## config.mk

```make
export PLATFORM = sky130hd
export DESIGN_NAME = elevator_scheduler
export DESIGN_NICKNAME = d
export VERILOG_FILES = /design/src/rtl/elevator_scheduler.sv
export SDC_FILE = /design/constraint.sdc
export NUM_CORES = 1
export LEC_CHECK = 0
export CORE_MARGIN = 2
export CORE_UTILIZATION = 49
export CTS_CLUSTER_DIAMETER = 150
export DETAILED_ROUTE_END_ITERATION = 16
export GPL_TIMING_DRIVEN = 1
export HOLD_SLACK_MARGIN = 0.08
export PLACE_DENSITY = 0.76
export SETUP_SLACK_MARGIN = 0.3
export SLEW_MARGIN = 0
export SYNTH_ARGS = -nofsm -noshare
export SYNTH_HDL_FRONTEND = slang
export SYNTH_SLANG_ARGS = --single-unit
```

## constraint.sdc

```tcl
create_clock -name clk -period 2.3 [get_ports clk]
set_input_delay 0.575 -clock clk [delete_from_list [all_inputs] [get_ports clk]]
set_output_delay 0.575 -clock clk [all_outputs]
set_load 0.01 [all_outputs]
```

## src/rtl/elevator_scheduler.sv

```systemverilog
// Purpose : SCAN dispatcher for a 3-floor car; picks direction, times travel/door, pulses latch clears.
// Latency : request at the current floor while idle -> door_open and clr pulse one cycle later.
// Backpres: none; requests are level-held by external latches until the matching clr pulse.
//
// Ports:
//   clk, rst_n          clock (rising edge), asynchronous active-low reset
//   req_car[2:0]        car buttons, bit i = floor i+1
//   req_up[1:0]         hall-up, bit0 = floor1, bit1 = floor2
//   req_down[1:0]       hall-down, bit0 = floor2, bit1 = floor3
//   floor_ind[2:0]      one-hot current floor
//   door_open           high while the door is open
//   moving_up/moving_dn high while travelling up/down
//   clr_car/up/down     one-cycle clear pulses back to the request latches
module elevator_scheduler #(
    parameter int TRAVEL_CYCLES = 8,
    parameter int DOOR_CYCLES   = 4,
    parameter int CNT_W         = 8
) (
    input  logic       clk,
    input  logic       rst_n,
    input  logic [2:0] req_car,
    input  logic [1:0] req_up,
    input  logic [1:0] req_down,
    output logic [2:0] floor_ind,
    output logic       door_open,
    output logic       moving_up,
    output logic       moving_dn,
    output logic [2:0] clr_car,
    output logic [1:0] clr_up,
    output logic [1:0] clr_down
);

    typedef enum logic [1:0] {S_IDLE, S_MOVE_UP, S_MOVE_DN, S_DOOR} state_t;

    localparam logic [CNT_W-1:0] TRAVEL_LAST = CNT_W'(TRAVEL_CYCLES - 1);
    localparam logic [CNT_W-1:0] DOOR_LAST   = CNT_W'(DOOR_CYCLES - 1);

    state_t           state;
    logic             dir_up;
    logic [CNT_W-1:0] timer;

    // Hall calls re-indexed by floor so they line up with floor_ind.
    logic [2:0] hall_up_at;
    logic [2:0] hall_dn_at;
    logic [2:0] all_req;
    logic       above;
    logic       below;
    logic       ahead;
    logic [2:0] car_hit;
    logic [2:0] up_hit;
    logic [2:0] dn_hit;
    logic       serve;
    logic       flip;

    assign hall_up_at = {1'b0, req_up};
    assign hall_dn_at = {req_down, 1'b0};
    assign all_req    = req_car | hall_up_at | hall_dn_at;

    assign above = (floor_ind[0] & (|all_req[2:1])) | (floor_ind[1] & all_req[2]);
    assign below = (floor_ind[2] & (|all_req[1:0])) | (floor_ind[1] & all_req[0]);
    assign ahead = dir_up ? above : below;

    // Bits to clear at this floor. A hall call against the travel direction is
    // only taken when nothing lies ahead. Masking with the pulse already on the
    // wire keeps a slow latch from seeing a held clear.
    assign car_hit = req_car & floor_ind & ~clr_car;
    assign up_hit  = hall_up_at & floor_ind & {3{dir_up | ~ahead}} & ~{1'b0, clr_up};
    assign dn_hit  = hall_dn_at & floor_ind & {3{~dir_up | ~ahead}} & ~{clr_down, 1'b0};
    assign serve   = |{car_hit, up_hit, dn_hit};
    // Serving the opposite hall call means the car now leaves the other way.
    assign flip    = dir_up ? (|dn_hit) : (|up_hit);

    always_ff @(posedge clk or negedge rst_n) begin
        if (!rst_n) begin
            state     <= S_IDLE;
            dir_up    <= 1'b1;
            timer     <= '0;
            floor_ind <= 3'b001;
            door_open <= 1'b0;
            moving_up <= 1'b0;
            moving_dn <= 1'b0;
            clr_car   <= '0;
            clr_up    <= '0;
            clr_down  <= '0;
        end else begin
            clr_car  <= '0;
            clr_up   <= '0;
            clr_down <= '0;
            case (state)
                S_IDLE: begin
                    if (serve) begin
                        state     <= S_DOOR;
                        door_open <= 1'b1;
                        timer     <= '0;
                        clr_car   <= car_hit;
                        clr_up    <= up_hit[1:0];
                        clr_down  <= dn_hit[2:1];
                        if (flip) dir_up <= ~dir_up;
                    end else if (above && (dir_up || !below)) begin
                        state     <= S_MOVE_UP;
                        moving_up <= 1'b1;
                        dir_up    <= 1'b1;
                        timer     <= '0;
                    end else if (below) begin
                        state     <= S_MOVE_DN;
                        moving_dn <= 1'b1;
                        dir_up    <= 1'b0;
                        timer     <= '0;
                    end
                end
                S_MOVE_UP: begin
                    if (timer == TRAVEL_LAST) begin
                        floor_ind <= {floor_ind[1:0], 1'b0};
                        state     <= S_IDLE;
                        moving_up <= 1'b0;
                        timer     <= '0;
                        // Arriving at the top floor: only way out is down.
                        if (floor_ind[1]) dir_up <= 1'b0;
                    end else begin
                        timer <= timer + 1'b1;
                    end
                end
                S_MOVE_DN: begin
                    if (timer == TRAVEL_LAST) begin
                        floor_ind <= {1'b0, floor_ind[2:1]};
                        state     <= S_IDLE;
                        moving_dn <= 1'b0;
                        timer     <= '0;
                        // Arriving at the bottom floor: only way out is up.
                        if (floor_ind[1]) dir_up <= 1'b1;
                    end else begin
                        timer <= timer + 1'b1;
                    end
                end
                S_DOOR: begin
                    if (serve) begin
                        // Late arrival for this floor: clear it and hold the door again.
                        clr_car  <= car_hit;
                        clr_up   <= up_hit[1:0];
                        clr_down <= dn_hit[2:1];
                        timer    <= '0;
                        if (flip) dir_up <= ~dir_up;
                    end else if (timer == DOOR_LAST) begin
                        state     <= S_IDLE;
                        door_open <= 1'b0;
                        timer     <= '0;
                    end else begin
                        timer <= timer + 1'b1;
                    end
                end
                default: begin
                    state <= S_IDLE;
                end
            endcase
        end
    end

endmodule
```

==> out/metrics.csv, run 1 <==
stage,metric,value,unit
logic_synthesis,synth_seq_area_share,0.380,
route,drt_iter0_drc,146,
floorplanning,dieWidth,60.9,µm
power,power_frac_comb,0.047,
timing,setup_viol,0,
cts,cts_root_buf,clkbuf_4,
logic_synthesis,async_flop_share,1.00,
floorplanning,start_util,0.515,
worst_setup_path,worstSetupPathType,flip-flop to flip-flop,
timing,worst_slew_pin_slew,0.427,ns
worst_setup_path,end_kind,flip-flop,
cts,holdBufCountCts,0,
route,wirelength_met1,2.21,mm
cts,cts_tree,built,
worst_setup_path,arrival,2.47,ns
logic_synthesis,synth_seq_cells,24,
cts,htreeDepth,1,
placed_design,dp_slack,-0.569,ns
logic_synthesis,ys_dominant_reg_cell,dfrtp_1,
timing,hold_viol_final,0,
floorplanning,io_pins,22,
timing,skew,0.00290,ns
floorplanning,core_area,3080,µm²
placed_design,port-buffer-count,21,
status,status,"complete, no violations",
logic_synthesis,yosysUniqueCellTypes,56,
power,seqPwrFrac,0.613,
timing,period_share,0.977,
worst_hold_path,worstHoldPathType,flip-flop to flip-flop,
global_route,track_usage,0.278,
layout,diodes,0,
timing,slew_headroom,0.715,
global_route,grt_pass1_wl,7.73,mm
logic_synthesis,synth_nets,181,
worst_setup_path,startpoint,timer[1],
timing,setup_ws,0.0527,ns
power,switching_power,0.156,mW
layout,fin_area,2410,µm²
worst_hold_path,min_path_cells,1,
layout,syn_to_final_growth,51.9,%
cts,clkSinkCount,24,
route,first_pass_iters,7,
worst_setup_path,ff2ff_path_depth,6,
power,p_leak,1.06,nW
route,wire_per_inst,18.4,µm
floorplanning,placementRows,20,
global_route,grt_overflow_total,0,
timing,hold-worst-slack,0.454,ns
placed_design,gp_congestion,0.869,
logic_synthesis,ys_warn_count,0,
layout,fin_cells,276,
logic_synthesis,synth_edf_count,0,
worst_setup_path,worst_setup_path_start_kind,flip-flop,
worst_hold_path,hold_end,clr_up[1],
layout,fin_util,0.783,
power,p_int,0.533,mW
route,num_vias,1735,
run,maxCapViolations,0,
logic_synthesis,netlist_area,1590,µm²
worst_setup_path,r2r_slack,0.05,ns
worst_setup_path,cp_slowest_stage_delay,0.50,ns
timing,slew_viol_final,0,
route,viasPerCell,6.29,
floorplanning,die_h,60.9,µm
global_route,grt_antenna_before_repair,0,
global_route,first_global_vias,1607,
layout,drive_gt1_frac,0.414,
global_route,grt_max_degree,25,
placed_design,dp.final_hpwl,3.16,mm
logic_synthesis,synthCells,166,
worst_setup_path,r2r_start,timer[1],
worst_setup_path,timing.rr.end,state[0],
worst_setup_path,crit_slowest_cell,or4b_4,
power,power_frac_clock,0.341,
worst_setup_path,path_max_fanout,3,
floorplanning,die_area,3710,µm²
cts,path_clk_slew,0.14,ns
timing,grt_setup_unrepaired,yes,
placed_design,dpl_cell_area,2060,µm²
power,switching_share,0.227,
route,drc,0,
worst_setup_path,worstPathRequired,2.52,ns
placed_design,dp.cells,252,
power,powerDensity,286,nW/µm²
route,final_antenna_net_count,0,
route,drt-total-wl,5.08,mm
cts,cts_made_buffers,3,
cts,clk-insertion-delay-late,0.33,ns
logic_synthesis,syn_area_per_cell,9.56,µm²
power,vdd_drop_max,0.289,mV
timing,max_freq,445,MHz
route,met3_wirelength,248,µm
route,top_layer,met4,
layout,layout.nets,248,
route,wl_met2,2.52,mm
worst_hold_path,hold_start,clr_up[1],
worst_setup_path,crit_chain,"ha_2, or4b_4, buf_6, or3_4, a221o_2, mux2i_1",
timing,finalCriticalPeriod,2.25,ns
cts,clock_path_buffers,2,
[cell families (layout without fill, tap and decap cells)]
logic type / Yosys count / after routing / synth area share
AO/OA/AOI/OAI: 49 / 49 / 0.241
adder cells (fa/ha/maj): 6 / 6 / 0.0473
buffers and inverters: 12 / 78 / 0.0379
flip-flops: 24 / 24 / 0.380
multiplexers: 3 / 3 / 0.0189
AND/OR/NAND/NOR: 72 / 72 / 0.275
[Yosys cell counts (2+ instances only)]
cell / n / area [µm²]
dfrtp_1: 22 / 551
nand2_1: 20 / 75.1
nor2_1: 10 / 37.5
o211ai_1: 9 / 67.6
o21ai_0: 9 / 45.0
ha_1: 6 / 75.1
inv_1: 6 / 22.5
a21oi_1: 5 / 25.0
nand3b_1: 5 / 37.5
nand3_1: 4 / 20.0
nor2b_1: 4 / 25.0
or2_2: 4 / 25.0
a32o_1: 3 / 30.0
buf_2: 3 / 15.0
mux2i_1: 3 / 30.0
nor4_2: 3 / 37.5
nor4b_1: 3 / 26.3
or3_1: 3 / 18.8
a222oi_1: 2 / 20.0
a22o_2: 2 / 20.0
dfstp_2: 2 / 52.6
nand4b_1: 2 / 17.5
nor3b_1: 2 / 15.0
o2111ai_1: 2 / 17.5
[how the worst max path moves through the flow]
stage | endpoint | cells after the start
final | state[0] | 6
after detailed placement | dir_up | 6
after global routing | dir_up | 6
after floorplan | state[0] | 5
after CTS | dir_up | 6
after global placement | dir_up | 6
[cell usage in the layout (no fill, tap or decap), types with 4 or more instances in the layout]
cell,n
a21oi_1,4
buf_4,37
buf_6,10
clkdlybuf4s50_1,12
dfrtp_1,20
dlygate4sd2_1,6
ha_1,5
inv_1,5
nand2_1,19
nand3b_1,5
nor2_1,8
o211ai_1,9
[power by group through the flow]
stage          Combinational (mW)  Clock, mW  Sequential, mW
2_1_floorplan             0.00377          0           0.430
3_3_place_gp               0.0338          0           0.430
3_5_place_dp               0.0352          0           0.430
4_1_cts                    0.0322      0.236           0.422
5_1_grt                    0.0355      0.262           0.422
6_report                   0.0321      0.235           0.422
[registers in the layout, indices dropped and copies added, names as in the netlist, 2 cells and up]
register   flops
timer          8
floor_ind      3
clr_car        3
clr_up         2
state          2
clr_down       2
[routing by layer]
layer,global-route usage,vias up
met1,0.390,866
met4,0.0683,0
met5,0,-
li1,-,777
met3,0.0405,12
met2,0.453,80
[through the flow]
step	setup TNS (ns)	power (mW)
after CTS	0	0.690
after detailed placement	-6.32	0.465
after floorplan	-0.00273	0.434
after global routing	-0.0516	0.720
after global placement	-5.60	0.464
final	0	0.689
[worst max-delay path, delay by kind of cell, from the launching register on]
family	cells	cell delay (ns)
adders and majority gates	1	0.19
AOI/OAI and AO/OA	1	0.40
DFF	1	0.40
and+or+nand+nor	2	0.88
muxes	1	0.13
buffers and inverters	1	0.14
[what timing repair did]
item	CTS	global route
pin swaps	15	15
endpoints found under the setup margin	20	17
setup buffers	12	8
gates resized for setup	38	24
[final cells by class]
cell class | instances | area, µm²
Clock buffer | 4 | 36.3
Fill cell | 204 | 668
Inverter | 6 | 22.5
Multi-Input combinational cell | 130 | 1110
Sequential cell | 24 | 606
Tap cell | 44 | 55.1
Timing Repair Buffer | 68 | 584
Power figures use the tool's default switching activity.
==> inputs of run 2 (changes only) <==
--- a/config.mk
+++ b/config.mk
@@ -5,6 +5,7 @@
 export SDC_FILE = /design/constraint.sdc
 export NUM_CORES = 1
 export LEC_CHECK = 0
+export CAP_MARGIN = 20
 export CORE_MARGIN = 2
 export CORE_UTILIZATION = 49
 export CTS_CLUSTER_DIAMETER = 150
@@ -13,7 +14,6 @@
 export HOLD_SLACK_MARGIN = 0.08
 export PLACE_DENSITY = 0.76
 export SETUP_SLACK_MARGIN = 0.3
-export SLEW_MARGIN = 0
 export SYNTH_ARGS = -nofsm -noshare
 export SYNTH_HDL_FRONTEND = slang
 export SYNTH_SLANG_ARGS = --single-unit
==> results of run 2 <==
Same layout as run 1: the final DEF is identical, and so are final timing and power.
==> inputs of run 3 (changes only) <==
--- a/config.mk
+++ b/config.mk
@@ -9,6 +9,7 @@
 export CORE_MARGIN = 2
 export CORE_UTILIZATION = 49
 export CTS_CLUSTER_DIAMETER = 150
+export CTS_CLUSTER_SIZE = 12
 export DETAILED_ROUTE_END_ITERATION = 16
 export GPL_TIMING_DRIVEN = 1
 export HOLD_SLACK_MARGIN = 0.08
==> results of run 3 <==
Same layout as run 1: the final DEF is identical, and so are final timing and power.
==> variant: new RTL, flow settings as in run 3 <==
The parameter `CNT_W` goes from 8 to 7.
--- a/src/rtl/elevator_scheduler.sv
+++ b/src/rtl/elevator_scheduler.sv
@@ -14,7 +14,7 @@
 module elevator_scheduler #(
     parameter int TRAVEL_CYCLES = 8,
     parameter int DOOR_CYCLES   = 4,
-    parameter int CNT_W         = 8
+    parameter int CNT_W         = 7
 ) (
     input  logic       clk,
     input  logic       rst_n,
Function: no difference found for any inputs over 10 cycles, from zero or initial values and one cycle with rst_n low; that may be too few to reach the edited logic, so the function may still have changed.
==> variant against run 3 <==
Wire length increased by 2.9%. Setup slack improved by 0.15 ns. Sequential cell count decreased by 1. Sequential share of layout area increased by 0.48 points. Area after synthesis decreased by 3.5%. First-iteration DRC count increased by 13%. Clock skew about the same. Final area decreased by 5.9%. Power decreased by 6.5%. Sequential power decreased by 4%. Critical path depth increased by 2.
==> variant: results (changes against run 3) <==
Worst setup path
  • Largest stage delay, worst path: 0.43 ns (was 0.50 ns)
  • CP max-delay cell: or4_4 (was or4b_4)
  • WP data arrival: 2.36 ns (was 2.47 ns)
  • Reg2Reg Capture Point: moving_dn$_DFFE_PN0P_ (was state[0]$_DFFE_PN0P_)
  • Worst Path Max Fanout: 6 (was 3)

Outcome
  • Status: completed (unchanged)

Hold path
  • Worst Hold End: clr_car[0]$_DFF_PN0_ (was clr_up[1]$_DFF_PN0_)

STA
  • Fmax: 477 MHz (was 445 MHz)
  • Clk_skew: 0.00323 ns (was 0.00290 ns)
  • Slew at the pin with the worst max-slew slack: 0.376 ns (was 0.427 ns)
  • WHS: 0.465 ns (was 0.454 ns)

GRT
  • Global routing usage on met2: 52.5% (was 45.3%)
  • GR Layer Usage met1: 33.7% (was 39.0%)
  • GRT Util Overall: 30.2% (was 27.8%)
  • Met3 Use GR: 3.25% (was 4.05%)
  • Global-route wire length before repair: 7.99 mm (was 7.73 mm)
  • Via count of the first global-routing pass: 1727 (was 1607)
  • Largest net degree at the start of global routing: 24 (was 25)

Synthesis
  • Cell variety after synth: 51 (was 56)
  • Syn Nets: 185 (was 181)
  • Synth cell count leaders: dfrtp_1 (21), nand2_1 (19), nor2_1 (14), o21ai_0 (10), inv_1 (9) (was dfrtp_1 (22), nand2_1 (20), nor2_1 (10), o211ai_1 (9), o21ai_0 (9))
  • Sequential fraction of the synthesis area: 37.7% (was 38.0%)

Drt
  • WL/cell: 19.5 um (was 18.4 um)
  • Drt first-iter violations: 165 (was 146)
  • 1st-pass router iterations: 5 (was 7)
  • Met1 Wirelength: 1.93 mm (was 2.21 mm)

Pwr
  • Leakage: 1.01 nW (was 1.06 nW)

Placement
  • Dpl hpwl: 3.30 mm (was 3.16 mm)
  • Post-Place Setup Slack: -0.472 ns (was -0.569 ns)
  • GPL Wtd Cong: 0.935 (was 0.869)

Finish
  • Top Registers: timer x7, clr_car x3, floor_ind x3 (was timer x8, clr_car x3, floor_ind x3)

Clock tree
  • # resized after CTS: 46 (was 38)
## variant: cell type report
type / instances / area, sq um
repair buffers: 68 / 566
well taps: 33 / 41.3
clock buffers: 4 / 26.3
multi-input cells: 131 / 1020
flip-flops and latches: 23 / 581
inverters: 9 / 33.8
fillers: 195 / 736
## variant: how the worst max path moves through the flow
stage	start	to	cells past startpoint
5_1_grt	floor_ind[0]$_DFFE_PN1P_	moving_dn$_DFFE_PN0P_	6
6_report	req_up[0]	moving_dn$_DFFE_PN0P_	8
3_5_place_dp	req_car[1]	timer[5]$_DFFE_PN0P_	8
2_1_floorplan	req_car[1]	timer[5]$_DFFE_PN0P_	5
4_1_cts	floor_ind[0]$_DFFE_PN1P_	moving_dn$_DFFE_PN0P_	6
3_3_place_gp	req_car[0]	moving_dn$_DFFE_PN0P_	7
## variant: through the flow
step	TNS, ns	total power [W]	instances	cell area, sq um
2_1_floorplan	0	0.000416	170	1560
5_1_grt	0	0.000666	268	2270
6_report	0	0.000644	268	2270
3_5_place_dp	-5.50	0.000452	248	2000
4_1_cts	0	0.000648	264	2220
3_3_place_gp	-4.95	0.000452	248	2000
## variant: cell families (layout without fill, tap and decap cells)
| kind of cell | count (synthesis) | count (layout) | share of synthesized area (%) |
|---|---|---|---|
| muxes | 3 | 3 | 2.04 |
| buffers and inverters | 16 | 81 | 4.57 |
| DFF | 23 | 23 | 37.7 |
| and+or+nand+nor | 71 | 71 | 26.1 |
| adders and majority gates | 6 | 6 | 4.90 |
| AOI/OAI and AO/OA | 51 | 51 | 24.6 |
## variant: where the power goes
group	switching, W	internal (W)	leakage, nW
registers	0	0.000405	0.269
logic	0.0000211	0.0000188	0.726
clock network	0.000132	0.0000682	0.0150
total	0.000153	0.000492	1.01
